File: src/rtl/pong_pkg.sv
// Shared Pong definitions: matrix geometry, ball FSM states, direction
// encoding and the paddle helpers used by the ball engine.
//   COLS/ROWS : dot-matrix size (16x16)
//   CENTRE    : serve position on both axes
//   state_t   : SERVE / PLAY / GOAL
//   dir_t     : 1-bit sign flag, 0 = +1, 1 = -1
package pong_pkg;

    localparam int COLS = 16;
    localparam int ROWS = 16;
    localparam logic [3:0] CENTRE = 4'd7;
    localparam logic [3:0] XMAX   = 4'(COLS - 1);
    localparam logic [3:0] YMAX   = 4'(ROWS - 1);

    typedef enum logic [1:0] {
        SERVE = 2'd0,
        PLAY  = 2'd1,
        GOAL  = 2'd2
    } state_t;

    typedef enum logic {
        DIR_POS = 1'b0,
        DIR_NEG = 1'b1
    } dir_t;

    // Keep the whole paddle on screen: top row is limited to COLS-len.
    function automatic logic [3:0] clamp_paddle(input logic [3:0] top,
                                                input int unsigned len);
        logic [4:0] lim;
        lim = 5'(COLS - int'(len));
        if ({1'b0, top} > lim) return lim[3:0];
        return top;
    endfunction

    // True when row lies in [top, top+len-1]; top is already clamped.
    function automatic logic in_paddle(input logic [3:0] row,
                                       input logic [3:0] top,
                                       input int unsigned len);
        logic [4:0] bot;
        bot = {1'b0, top} + 5'(len - 1);
        return (row >= top) && ({1'b0, row} <= bot);
    endfunction

endpackage

File: src/rtl/step_timer.sv
// Prescaler producing a 1-cycle strobe every STEP_CYCLES clocks.
//   i_clk    : system clock
//   i_reset  : synchronous, active-high; counter restarts at 0
//   o_strobe : high in the cycle the counter equals STEP_CYCLES-1
module step_timer #(
    parameter int unsigned STEP_CYCLES = 600000
) (
    input  logic i_clk,
    input  logic i_reset,
    output logic o_strobe
);

    localparam int unsigned CW = (STEP_CYCLES > 2) ? $clog2(STEP_CYCLES) : 1;
    localparam logic [CW-1:0] LAST = CW'(STEP_CYCLES - 1);

    logic [CW-1:0] r_count;

    assign o_strobe = (r_count == LAST);

    always_ff @(posedge i_clk) begin
        if (i_reset) begin
            r_count <= '0;
        end else if (o_strobe) begin
            r_count <= '0;
        end else begin
            r_count <= r_count + 1'b1;
        end
    end

endmodule

File: src/rtl/ball_engine.sv
// Pong ball physics for the 16x16 dot matrix: serve hold, diagonal motion,
// wall and paddle bounces, goal detection and goal hold.
//   clk, reset      : 12MHz clock, synchronous active-high reset
//   lpaddle/rpaddle : top row of left (col 0) / right (col 15) paddle
//   x, y            : ball column / row
//   hit             : 1-cycle pulse on a paddle bounce
//   goal_l / goal_r : 1-cycle pulse when the ball enters column 15 / 0
module ball_engine
    import pong_pkg::*;
#(
    parameter int unsigned STEP_CYCLES = 600000,
    parameter int unsigned PADDLE_LEN  = 4,
    parameter int unsigned SERVE_STEPS = 16,
    parameter int unsigned GOAL_STEPS  = 24
) (
    input  logic       clk,
    input  logic       reset,
    input  logic [3:0] lpaddle,
    input  logic [3:0] rpaddle,
    output logic [3:0] x,
    output logic [3:0] y,
    output logic       hit,
    output logic       goal_l,
    output logic       goal_r
);

    localparam int unsigned HOLD_MAX = (SERVE_STEPS > GOAL_STEPS) ? SERVE_STEPS : GOAL_STEPS;
    localparam int unsigned HW       = (HOLD_MAX > 2) ? $clog2(HOLD_MAX) : 1;
    localparam logic [HW-1:0] SERVE_LAST = HW'(SERVE_STEPS - 1);
    localparam logic [HW-1:0] GOAL_LAST  = HW'(GOAL_STEPS - 1);

    logic w_strobe;

    state_t      r_state, w_state_nx;
    logic [3:0]  r_x, w_x_nx;
    logic [3:0]  r_y, w_y_nx;
    dir_t        r_dx, w_dx_nx;
    dir_t        r_dy, w_dy_nx;
    logic [HW-1:0] r_hold, w_hold_nx;
    logic        r_hit, w_hit_nx;
    logic        r_goal_l, w_goal_l_nx;
    logic        r_goal_r, w_goal_r_nx;

    // Post-wall-bounce row and direction, shared by the paddle checks.
    logic [3:0]  w_ny;
    dir_t        w_dy_b;
    logic [3:0]  w_lp, w_rp;

    step_timer #(.STEP_CYCLES(STEP_CYCLES)) u_timer (
        .i_clk    (clk),
        .i_reset  (reset),
        .o_strobe (w_strobe)
    );

    always_ff @(posedge clk) begin
        if (reset) begin
            r_state  <= SERVE;
            r_x      <= CENTRE;
            r_y      <= CENTRE;
            r_dx     <= DIR_POS;
            r_dy     <= DIR_POS;
            r_hold   <= '0;
            r_hit    <= 1'b0;
            r_goal_l <= 1'b0;
            r_goal_r <= 1'b0;
        end else begin
            r_state  <= w_state_nx;
            r_x      <= w_x_nx;
            r_y      <= w_y_nx;
            r_dx     <= w_dx_nx;
            r_dy     <= w_dy_nx;
            r_hold   <= w_hold_nx;
            r_hit    <= w_hit_nx;
            r_goal_l <= w_goal_l_nx;
            r_goal_r <= w_goal_r_nx;
        end
    end

    always_comb begin
        w_lp = clamp_paddle(lpaddle, PADDLE_LEN);
        w_rp = clamp_paddle(rpaddle, PADDLE_LEN);

        w_dy_b = r_dy;
        if (r_dy == DIR_POS) begin
            if (r_y == YMAX) begin
                w_dy_b = DIR_NEG;
                w_ny   = r_y - 4'd1;
            end else begin
                w_ny   = r_y + 4'd1;
            end
        end else begin
            if (r_y == 4'd0) begin
                w_dy_b = DIR_POS;
                w_ny   = 4'd1;
            end else begin
                w_ny   = r_y - 4'd1;
            end
        end
    end

    always_comb begin
        w_state_nx  = r_state;
        w_x_nx      = r_x;
        w_y_nx      = r_y;
        w_dx_nx     = r_dx;
        w_dy_nx     = r_dy;
        w_hold_nx   = r_hold;
        w_hit_nx    = 1'b0;
        w_goal_l_nx = 1'b0;
        w_goal_r_nx = 1'b0;

        if (w_strobe) begin
            case (r_state)
                SERVE: begin
                    if (r_hold == SERVE_LAST) begin
                        w_state_nx = PLAY;
                        w_hold_nx  = '0;
                    end else begin
                        w_hold_nx  = r_hold + 1'b1;
                    end
                end
                PLAY: begin
                    w_y_nx  = w_ny;
                    w_dy_nx = w_dy_b;
                    if (r_dx == DIR_NEG && r_x == 4'd1) begin
                        if (in_paddle(w_ny, w_lp, PADDLE_LEN)) begin
                            w_dx_nx  = DIR_POS;
                            w_hit_nx = 1'b1;
                        end else begin
                            w_x_nx      = 4'd0;
                            w_goal_r_nx = 1'b1;
                            w_state_nx  = GOAL;
                            w_hold_nx   = '0;
                        end
                    end else if (r_dx == DIR_POS && r_x == XMAX - 4'd1) begin
                        if (in_paddle(w_ny, w_rp, PADDLE_LEN)) begin
                            w_dx_nx  = DIR_NEG;
                            w_hit_nx = 1'b1;
                        end else begin
                            w_x_nx      = XMAX;
                            w_goal_l_nx = 1'b1;
                            w_state_nx  = GOAL;
                            w_hold_nx   = '0;
                        end
                    end else begin
                        w_x_nx = (r_dx == DIR_POS) ? r_x + 4'd1 : r_x - 4'd1;
                    end
                end
                GOAL: begin
                    if (r_hold == GOAL_LAST) begin
                        w_x_nx     = CENTRE;
                        w_y_nx     = CENTRE;
                        // Serve toward the side that conceded; ball sits in its column.
                        w_dx_nx    = (r_x == 4'd0) ? DIR_NEG : DIR_POS;
                        w_dy_nx    = (r_dy == DIR_POS) ? DIR_NEG : DIR_POS;
                        w_state_nx = SERVE;
                        w_hold_nx  = '0;
                    end else begin
                        w_hold_nx  = r_hold + 1'b1;
                    end
                end
                default: begin
                    w_state_nx = SERVE;
                    w_hold_nx  = '0;
                end
            endcase
        end
    end

    assign x      = r_x;
    assign y      = r_y;
    assign hit    = r_hit;
    assign goal_l = r_goal_l;
    assign goal_r = r_goal_r;

endmodule

File: config.mk
export PLATFORM = sky130hd
export DESIGN_NAME = ball_engine
export DESIGN_NICKNAME = d
export VERILOG_FILES = /design/src/rtl/pong_pkg.sv /design/src/rtl/step_timer.sv /design/src/rtl/ball_engine.sv
export SDC_FILE = /design/constraint.sdc
export NUM_CORES = 1
export LEC_CHECK = 0
export CAP_MARGIN = 25
export CORE_AREA = 2 2 93 95
export DETAILED_ROUTE_END_ITERATION = 10
export DIE_AREA = 0 0 95 97
export GPL_TIMING_DRIVEN = 1
export PLACE_DENSITY = 0.54
export SLEW_MARGIN = 20
export SYNTH_ARGS = -nofsm -noshare
export SYNTH_HDL_FRONTEND = slang
export SYNTH_SLANG_ARGS = --single-unit
File: constraint.sdc
create_clock -name clk -period 3.2 [get_ports clk]
set_clock_uncertainty 0.2 [all_clocks]
set_input_delay 0.32 -clock clk [delete_from_list [all_inputs] [get_ports clk]]
set_output_delay 0.32 -clock clk [all_outputs]
set_load 0.01 [all_outputs]
# Word level (Yosys, flattened, before mapping)

Cells that the tools add are included.

Register bits after elaboration: 40
Bits of input ports: 10
Output and inout port bits: 11
Logic and storage cells: 112

Add/subtract/negate cells: 8
Magnitude comparators: 6
Equality and inequality tests: 16
Mux-type cells: 50
Bitwise gates (word level): 5
Reduce and logical (&&, ||, !) cells: 17

Operators with widths:

| cell                                                                  | number |
|---|---|
| 4-bit two-way mux                                                     | 13 |
| 5-bit two-way mux                                                     | 6 |
| 20-bit by 1-bit adder with 20-bit output, second input constant       | 1 |
| 20-bit equality test, second input constant                           | 1 |
| 1-bit two-way mux                                                     | 19 |
| 4-bit one-hot mux with 2 select lines                                 | 2 |
| 3-bit != test, second input constant                                  | 5 |
| 5-bit one-hot mux with 3 select lines                                 | 1 |
| 2-bit two-way mux                                                     | 6 |
| 6-bit AND reduction                                                   | 2 |
| 4-bit by 2-bit adder with 5-bit output, second input constant         | 2 |
| 4-bit by 5-bit less-or-equal comparator with 1-bit output             | 2 |
| 4-bit by 1-bit adder with 4-bit output, second input constant         | 2 |
| 4-bit equality test, second input constant                            | 2 |
| 4-bit >= comparator                                                   | 2 |
| 4-bit greater-than comparator, second input constant                  | 2 |
| 4-bit logical NOT                                                     | 2 |
| 4-bit by 1-bit subtractor with 4-bit output, second input constant    | 2 |
| 2-bit one-hot mux with 3 select lines                                 | 1 |
| 5-bit by 1-bit adder with 5-bit output, second input constant         | 1 |
| 5-bit by 4-bit equality test with 1-bit output, second input constant | 1 |
| 5-bit equality test, second input constant                            | 1 |
| 1-bit NOT                                                             | 5 |
| 5-bit AND reduction                                                   | 1 |
| other kinds (15)                                                      | 20 |

# Longest topological paths before layout

Word-level depth: 10
Gate-level depth with buffers: 14

# By module

From an unflattened synthesis, not the netlist that was laid out.

Cell total of the unflattened synthesis: 346
Area total of the unflattened synthesis: 2,862.7 sq um

Modules (own cells, without submodules):

| module      | instances | cells each | area each (sq um) |
|---|---|---|---|
| ball_engine | 1         | 236        | 1,898.1 |
| step_timer  | 1         | 110        | 964.7 |

# Worst setup path after synthesis

OpenSTA, ideal clock, no wires.

Kind: register to register
From: register r_y[0], in the netlist y[0]
To: register r_hold[0]
Setup time: 0.121 ns
Arrival: 3.158 ns
Required time: 2.879 ns
Slack: -0.278 ns
Stages on the path, launching flop included: 14
Period minus slack after synthesis: 3.478 ns
Cells stage by stage: dfxtp_1 > inv_1 > ha_1 > nand3b_1 > o21ai_0 > a221oi_1 > ha_1 > nand4_1 > o21ai_0 > a211o_1 > and3_1 > clkbuf_1 > a21oi_1 > mux2_2

Longest elaborated chain between the ends: 7
Elaborated cells between the ends (all ways): 16
Those cells by class: add/sub (2); order compare (4); eq/ne (3); mux (3); reduce/logical (4)

RTL lines:

| element                                                                                                 | RTL line                             | RTL |
|---|---|---|
| start, declared                                                                                         | ball_engine.sv:36                    | `logic [3:0] r_y, w_y_nx;` |
| start signal, assigned                                                                                  | ball_engine.sv:69                    | `r_y <= w_y_nx;` |
| 4-bit by 1-bit adder with 4-bit output, or another cell as far along                                    | ball_engine.sv:89                    | `w_ny = r_y + 4'd1;` |
| 4-bit two-way mux, on equally long branches                                                             | ball_engine.sv:85, ball_engine.sv:92 |  |
| 4-bit two-way mux (*)                                                                                   | ball_engine.sv:84                    | `if (r_dy == DIR_POS) begin` |
| 4-bit by 5-bit less-or-equal comparator with 1-bit output / 4-bit >= comparator (equally long branches) | pong_pkg.sv:41                       | `return (row >= top) && ({1'b0, row} <= bot);` |
| 1-bit logical AND                                                                                       | pong_pkg.sv:41                       |  |
| 3-bit != test (no line)                                                                                 | -                                    |  |
| 4-bit AND reduction (no line) (*)                                                                       | -                                    |  |
| end signal, assigned                                                                                    | ball_engine.sv:72                    | `r_hold <= w_hold_nx;` |
| end, declared                                                                                           | ball_engine.sv:39                    | `logic [HW-1:0] r_hold, w_hold_nx;` |

Mark *: on every way between the ends. The rest lies on a longest branch, timed or not.
A chain may end at the register's enable or synchronous reset.

# Final worst setup path

From: register r_y[2], in the netlist y[2]
To: register r_hold[4]

The elaborated chain is that of the path after synthesis.

==> flow_summary.yaml <==
sta:
  slew_headroom_pct: 51.2
  fin_crit_sh_pct: 97.5
  drv_slew: 0
  hold_viol: 0
  tightest_slew_ns: 0.732
  fmax_ghz: 0.321
  rsz0062_at_grt: "yes"
  finalSetupViolations: 0
  min_period_ns: 3.12
critical_path:
  crit_path_max_fanout: 5
  critPathKind: "reg -> reg"
  r2r-start: "y[2]"
  crit_path_top_delay_cell: "dfxtp_1"
  cp.arrival_ns: 3.11
  critPathLaunchType: "register"
  max_stage_delay_ns: 0.42
  critPathCaptureType: "register"
  crit_buf_inv: 1
  startpoint: "y[2]"
  critical-path-top-delay-family: "compound AO/OA/AOI/OAI gates"
  crit_chain: "inv_1 > or3_1 > o211ai_1 > ha_2 > o21a_1 > o22ai_2 > nand2_1 > and3_4 > a21oi_4 > mux2_4"
  required_ns: 3.19
finish:
  multi_input_area_um2: 1980
  fill_cells: 811
  fin_nets: 441
  finish.utilization_pct: 43.9
  syn2layout_area_growth_pct: 26.3
  n_antenna_cell: 0
  seqCellArea_um2: 810
  drive_gt1_share_pct: 18.3
power_and_ir_drop:
  power_leakage_nw: 1.42
  p_total_mw: 0.968
  p_per_area_nw_per_um2: 271
  ir_drop_v: 0.000240
synthesis:
  seq_area_frac_synth_pct: 28.3
  yosysTopAreaCell: "dfxtp_1"
  synthesis.nets: 392
  ys_types: 50
  ys_warn_count: 0
  syn_inst: 348
  yosysMostFrequentCell: "nor2_1"
  synth_area_um2: 2830
  synth_async_sr_flop_share_pct: 0
  yosysTopAreaCellShare_pct: 28.3
  synth_seq_cells: 40
  ys_top_cells_by_count: "nor2_1 (52), dfxtp_1 (40), ha_1 (34)"
  synthFlopType: "dfxtp_1"
  syn_avg_cell_area_um2: 8.12
  synth_edf_count: 0
  ys_top_cells_by_area: "dfxtp_1 (28%), ha_1 (15%), nor2_1 (6.9%)"
grt:
  grt_pass1_wl_um: 10500
  grt_pass1_vias: 2351
  antenna_found_initial: 0
  grt_max_degree: 29
  globalRouteOverflowTotal: 0
  grt_usage_pct: 13.7
clock_network:
  clkTransAtPathRegs_ns: 0.08
  cts_buffers: 5
  htree_num_levels: 2
  cts-root-buf: "clkbuf_8"
  clockBufferDepth: 2
  cts_sinks: 40
  worstSkewPairLatency_ns: 0.30
  cts_tree: "yes"
drt:
  initialDrtViolationCount: 78
  viasPerCell: 4.99
  dr.pass1.iters: 4
  wl_per_cell_um: 12.3
  routed_wirelength_um: 6190
  drcViolationCount: 0
  antenna_left: 0
  num_vias: 2510
floorplanning:
  io_pins: 21
  die-width_um: 95
  coreArea_um2: 8130
  die_height_um: 97
  rows: 33
  initial_utilization_pct: 34.7
  dieArea_um2: 9220
placed_design:
  dp_hpwl_um: 4540
  portBuffers: 20
  gp_congestion: 0.857
flow_run:
  drv_cap: 0
run_status:
  outcome: "completed"
worst_hold_path:
  hp-class: "reg -> reg"
  hold_start: "u_timer.r_count[0]"
[per-layer routing]
| metal | global-route usage (%) | vias up | routed length, um |
|---|---|---|---|
| met3 | 2.80 | 5 | 205 |
| met4 | 3.57 | 0 | 61 |
| li1 | - | 1310 | - |
| met1 | 18.5 | 1162 | 3070 |
| met5 | 0 | - | 0 |
| met2 | 22.2 | 33 | 2850 |
[repair_timing]
item,4_1_cts,5_1_grt
pin swaps,3,14
hold buffers,0,0
buffers inserted,4,3
setup endpoints to repair,11,14
cloned,0,0
resized for setup,3,25
[sequential cells by signal, summed over array words and instances (netlist names)]
name / flops
goal_l: 1
goal_r: 1
hit: 1
r_dx: 1
r_dy: 1
r_hold: 5
r_state: 2
u_timer.r_count: 20
x: 4
y: 4
[worst register-to-register path, stage by stage (launching register included)]
cell	delay (ns)
dfxtp_1	0.42
inv_1	0.13
or3_1	0.38
o211ai_1	0.25
ha_2	0.40
o21a_1	0.20
o22ai_2	0.22
nand2_1	0.10
and3_4	0.20
a21oi_4	0.20
mux2_4	0.32
[metrics by stage]
stage	instance area, um2	hold slack (ns)	worst slack (ns)	instances	setup TNS, ns
6_report	3570	0.242	0.0804	503	0
5_1_grt	3570	0.264	-0.0612	503	-0.269
4_1_cts	3480	0.246	0.00278	501	0
3_5_place_dp	3340	0.233	-0.0969	489	-0.701
3_3_place_gp	3340	0.226	0.000803	489	0
2_1_floorplan	2840	0.213	0.0128	348	0
[cell families after synthesis]
family | share of synthesized area [%]
AND/OR/NAND/NOR | 25.6
AO/OA/AOI/OAI | 14.3
flip-flops | 28.3
buffers and inverters | 4.74
adder cells (fa/ha/maj) | 15.1
XOR/XNOR | 7.13
multiplexers | 4.78
[worst paths after layout]
path                        endpoint  slack (ns)  cells past startpoint
setup / recovery           r_hold[4]        0.08                     10
hold / removal    u_timer.r_count[0]        0.24                      1
setup reg to reg           r_hold[4]        0.08                     10
hold reg to reg   u_timer.r_count[0]        0.24                      1
[power breakdown]
| part | switching [mW] | internal, mW | leakage, nW |
|---|---|---|---|
| registers | 0.00370 | 0.500 | 0.323 |
| logic | 0.0496 | 0.0531 | 1.06 |
| clock network | 0.187 | 0.175 | 0.0434 |
| total | 0.240 | 0.728 | 1.42 |
[layout by cell type (no fill, tap or decap), types with 10 or more instances in the layout]
cell type	n
nor2_1	52
dfxtp_1	37
buf_4	36
ha_1	30
nand2_1	23
clkdlybuf4s50_1	20
inv_1	18
nand3_1	14
xor2_1	13
a21oi_1	13
xnor2_1	10
[area by class of cell]
cell class,instances,share of cell area [%]
tap,105,3.68
sequential,40,22.7
timing repair buffer,56,13.2
inverter,21,2.28
clock buffer,6,2.31
clock inverter,2,0.421
multi-input combinational,273,55.4
(Power assumes the default switching activity.)
==> RTL change 1: new RTL, same flow settings <==
`r_hold` no longer has a reset.
--- a/src/rtl/ball_engine.sv
+++ b/src/rtl/ball_engine.sv
@@ -61,3 +61,2 @@
             r_dy     <= DIR_POS;
-            r_hold   <= '0;
             r_hit    <= 1'b0;
@@ -71,3 +70,2 @@
             r_dy     <= w_dy_nx;
-            r_hold   <= w_hold_nx;
             r_hit    <= w_hit_nx;
@@ -76,2 +74,6 @@
         end
+    end
+
+    always_ff @(posedge clk) begin
+        r_hold <= w_hold_nx;
     end
Check against the original RTL: same outputs for any inputs over 10 cycles, from zero or initial values and one cycle with reset high; that may be too few to reach the edited logic, so the function may still have changed.
==> RTL change 1 against the unedited design <==
- synthesized area shrank 1.9%
- wire length shrank 7.1%
- fmax grew 2.3%
- power grew 1.1%
- cell area shrank 2.8%
- sequential share of layout area grew 1.9 points
- worst setup slack gained 0.070 ns
- sequential cell count is the same
- clock power shrank 11%
- global-route usage shrank 0.96 points
- via count shrank 7.3%
- largest cell class unchanged
- highest routed layer unchanged
==> RTL change 1: results (changes against the unedited design) <==
- The detailed-route wire length came to 5750 um (was 6190 um).
- The number of nets in the layout is 419 (was 441).
- The number of flops mapped to enable cells by yosys is 5 (was 0).
- The worst setup path endpoint is r_state[0] (was r_hold[4]).
- The sequential group power is 0.515 mW (was 0.504 mW).
- The number of logic stages on the critical path including buffering came to 13 (was 10).
- The met1 routing resource usage after global routing is 18.1% (was 18.5%).
- Top cells by count, synth: sky130_fd_sc_hd__nor2_1, sky130_fd_sc_hd__dfxtp_1, sky130_fd_sc_hd__ha_1, sky130_fd_sc_hd__inv_1, sky130_fd_sc_hd__nand2_1 (was sky130_fd_sc_hd__nor2_1, sky130_fd_sc_hd__dfxtp_1, sky130_fd_sc_hd__ha_1, sky130_fd_sc_hd__nand2_1, sky130_fd_sc_hd__inv_1).
- The met3 demand-to-capacity share in global routing is 2.41% (was 2.80%).
- Synth top area cells: sky130_fd_sc_hd__dfxtp_1, sky130_fd_sc_hd__ha_1, sky130_fd_sc_hd__nor2_1, sky130_fd_sc_hd__edfxtp_1, sky130_fd_sc_hd__xnor2_1 (was sky130_fd_sc_hd__dfxtp_1, sky130_fd_sc_hd__ha_1, sky130_fd_sc_hd__nor2_1, sky130_fd_sc_hd__xor2_1, sky130_fd_sc_hd__mux2i_1).
- The register-to-register setup slack came to 0.15 ns (was 0.08 ns).
- The compound-cell area share of the yosys netlist came to 11.8% (was 14.3%).
- The total net switching power is 0.244 mW (was 0.240 mW).
- The number of distinct library cells after synthesis is 49 (was 50).
- The critical path startpoint was y[1] (was y[2]).
- The via density per instance came to 4.83 (was 4.99).
- The fill cell instance count of the final layout was 815 (was 811).
- The largest net degree at the start of global routing is 21 (was 29).
- The depth of the worst register-to-register path is 13 (was 10).
- The share of synthesized cell area in full adder, half adder and majority cells is 14.9% (was 15.1%).
- The clock-net power was 0.321 mW (was 0.361 mW).
- The sequential-to-total area share from yosys stat came to 30.7% (was 28.3%).
- The routability-driven placement congestion ratio is 0.823 (was 0.857).
- The normalized max-slew margin is 56.8% (was 51.2%).
- The post-route worst hold slack is 0.270 ns (was 0.242 ns).
- The number of global-route vias before repair is 2206 (was 2351).
- Result of the run: finished clean (unchanged).
- The post-place setup slack is -0.0680 ns (was -0.0969 ns).
- The met3 routed wirelength is 126 um (was 205 um).
==> RTL change 1: cell types whose count changed in the layout (fill, tap and decap cells not counted), moves of 4 or more <==
| cell | unedited run | this run |
|---|---|---|
| sky130_fd_sc_hd__buf_4 | 36 | 23 |
| sky130_fd_sc_hd__nand2b_1 | 8 | 3 |
| sky130_fd_sc_hd__nor2_1 | 52 | 57 |
| sky130_fd_sc_hd__edfxtp_1 | 0 | 5 |
| sky130_fd_sc_hd__dfxtp_1 | 37 | 33 |
| sky130_fd_sc_hd__a21oi_2 | 0 | 6 |
==> RTL change 1: repair_timing <==
| item | in CTS | in global routing |
|---|---|---|
| resized for setup | 2 | 30 |
| pin swaps | 1 | 14 |
| endpoints found under the setup margin | 2 | 12 |
| buffers inserted | 0 | 1 |
| hold buffers | 0 | 0 |
==> RTL change 1: layout make-up <==
class,count,area share [%]
clock buffer,7,2.20
inverter,21,2.27
sequential,40,24.6
timing repair buffer,46,12.0
tap,105,3.79
multi-input combinational,262,55.0
clock inverter,1,0.144
==> RTL change 2: new RTL, same settings <==
Without the edit above. `GOAL_STEPS`: 24 -> 12.
--- a/src/rtl/ball_engine.sv
+++ b/src/rtl/ball_engine.sv
@@ -13,3 +13,3 @@
     parameter int unsigned SERVE_STEPS = 16,
-    parameter int unsigned GOAL_STEPS  = 24
+    parameter int unsigned GOAL_STEPS  = 12
 ) (
Function: same outputs for any inputs over 10 cycles, from zero or initial values and one cycle with reset high; that may be too few to reach the edited logic, so the function may still have changed.
==> RTL change 2 against the unedited design <==
- synthesized area is 5.6% lower
- cell area is 5.2% lower
- count of clock-buffer cells in the layout is 1 lower
- power is 3.1% higher
- hold slack better by 0.020 ns
- wire length is 6.4% lower
- via count is 6.7% lower
- sequential cell count is 1 lower
- cell count is 5.4% lower
- worst setup slack better by 0.11 ns
- largest cell class unchanged
- largest power group unchanged
==> RTL change 2: results (changes against the unedited design) <==
- The worst min-delay path class is flop to flop (unchanged).
- The actual slew at the worst max-slew pin came to 0.463 ns (was 0.732 ns).
- The leakage power total is 1.36 nW (was 1.42 nW).
- The post-detailed-route wirelength per cell is 12.2 um (was 12.3 um).
- The detailed placement HPWL was 4400 um (was 4540 um).
- The kind of start point of the critical path is a flop (unchanged).
- The met3 demand-to-capacity share in global routing was 2.41% (was 2.80%).
- The fill cell instance count of the final layout is 819 (was 811).
- The met1 routing resource usage after global routing is 18.3% (was 18.5%).
- The depth of the worst register-to-register path came to 13 (was 10).
- The arrival time of data at the critical path endpoint is 3.04 ns (was 3.11 ns).
- The worst reg2reg path startpoint is y[1] (was y[2]).
- The largest stage delay on the critical path is 0.37 ns (was 0.42 ns).
- The met2 usage in global routing is 21.8% (was 22.2%).
- Synth top area cells: sky130_fd_sc_hd__dfxtp_1, sky130_fd_sc_hd__ha_1, sky130_fd_sc_hd__nor2_1, sky130_fd_sc_hd__mux2i_1, sky130_fd_sc_hd__a21oi_1 (was sky130_fd_sc_hd__dfxtp_1, sky130_fd_sc_hd__ha_1, sky130_fd_sc_hd__nor2_1, sky130_fd_sc_hd__xor2_1, sky130_fd_sc_hd__mux2i_1).
- Top cells by count, synth: sky130_fd_sc_hd__nor2_1, sky130_fd_sc_hd__dfxtp_1, sky130_fd_sc_hd__ha_1, sky130_fd_sc_hd__nand2_1, sky130_fd_sc_hd__a21oi_1 (was sky130_fd_sc_hd__nor2_1, sky130_fd_sc_hd__dfxtp_1, sky130_fd_sc_hd__ha_1, sky130_fd_sc_hd__nand2_1, sky130_fd_sc_hd__inv_1).
- The worst setup path endpoint is r_hold[2] (was r_hold[4]).
- The synthesized net count is 364 (was 392).
- The number of distinct library cells after synthesis was 51 (was 50).
- The number of buffer cells added on primary ports came to 20 (unchanged).
- The number of placed instances, taps included is 464 (was 489).
- The number of global-route vias before repair is 2238 (was 2351).
- Result of the run: finished clean (unchanged).
- The sequential-to-total area share from yosys stat is 29.3% (was 28.3%).
- The met3 routed wirelength is 119 um (was 205 um).
- The largest net degree at the start of global routing is 20 (was 29).
- The number of DRC markers in iteration 0 is 69 (was 78).
- The endpoint of the worst register-to-register path is r_hold[2] (was r_hold[4]).
- The register-to-register setup slack is 0.19 ns (was 0.08 ns).
- The slowest cell on the critical path is sky130_fd_sc_hd__a2111oi_4 (was sky130_fd_sc_hd__dfxtp_1).
- The detailed-route wire length is 5800 um (was 6190 um).
- The largest fanout on the critical path is 6 (was 5).
- The routability-driven placement congestion ratio was 0.792 (was 0.857).
- The via density per instance is 4.92 (was 4.99).
- The proportion of layout cells with a drive suffix above 1 came to 19.1% (was 18.3%).
- The number of flip-flops in the largest register is 20 (unchanged).
- The number of nets in the layout came to 412 (was 441).
- The total placed instance area is 3160 um^2 (was 3340 um^2).
- The global routing usage summed across all routing layers came to 13.5% (was 13.7%).
- The met1 wire length is 2960 um (was 3070 um).
- The wire length of the first global-routing pass came to 10200 um (was 10500 um).
[RTL change 2: cell types whose count changed in the layout (fill, tap and decap cells not counted), moves of 4 or more]
| cell | unedited run | this run |
|---|---|---|
| sky130_fd_sc_hd__nand2b_1 | 8 | 4 |
| sky130_fd_sc_hd__nor2_1 | 52 | 41 |
| sky130_fd_sc_hd__buf_4 | 36 | 30 |
| sky130_fd_sc_hd__a21oi_2 | 0 | 5 |
[RTL change 2: timing repair]
item,CTS,global route
buffers inserted,2,3
cloned,0,0
resized for setup,9,15
pin swaps,4,11
setup endpoints to repair,11,11
[RTL change 2: metrics by stage]
step / utilization, % / setup slack, ns / hold WS [ns]
after detailed placement: 38.9 / -0.177 / 0.254
after global routing: 41.6 / -0.0129 / 0.282
after floorplan: - / 0.00982 / 0.226
final: 41.6 / 0.194 / 0.262
after global placement: 38.9 / -0.109 / 0.240
after CTS: 40.8 / -0.00348 / 0.266
[RTL change 2: final cells by class]
class	count	area (um^2)	area share, %
inverter	20	75.1	2.22
clock buffer	5	68.8	2.03
multi-input combinational	254	1860	54.8
clock inverter	3	43.8	1.29
sequential	39	785	23.2
timing repair buffer	50	425	12.6
tap	105	131	3.88
[RTL change 2: logic make-up (layout without fill, tap and decap cells)]
family / Yosys count / count (layout) / share of synthesized area (%)
AO/OA/AOI/OAI: 58 / 58 / 14.0
XOR/XNOR: 19 / 19 / 6.24
adder cells (fa/ha/maj): 32 / 32 / 15.0
buffers and inverters: 29 / 78 / 4.27
flip-flops: 39 / 39 / 29.3
multiplexers: 11 / 11 / 4.13
AND/OR/NAND/NOR: 134 / 134 / 27.1
[RTL change 2: report_power, final]
part / internal [mW] / switching, mW
combinational: 0.0416 / 0.0480
sequential: 0.488 / 0.00266
clock: 0.232 / 0.185
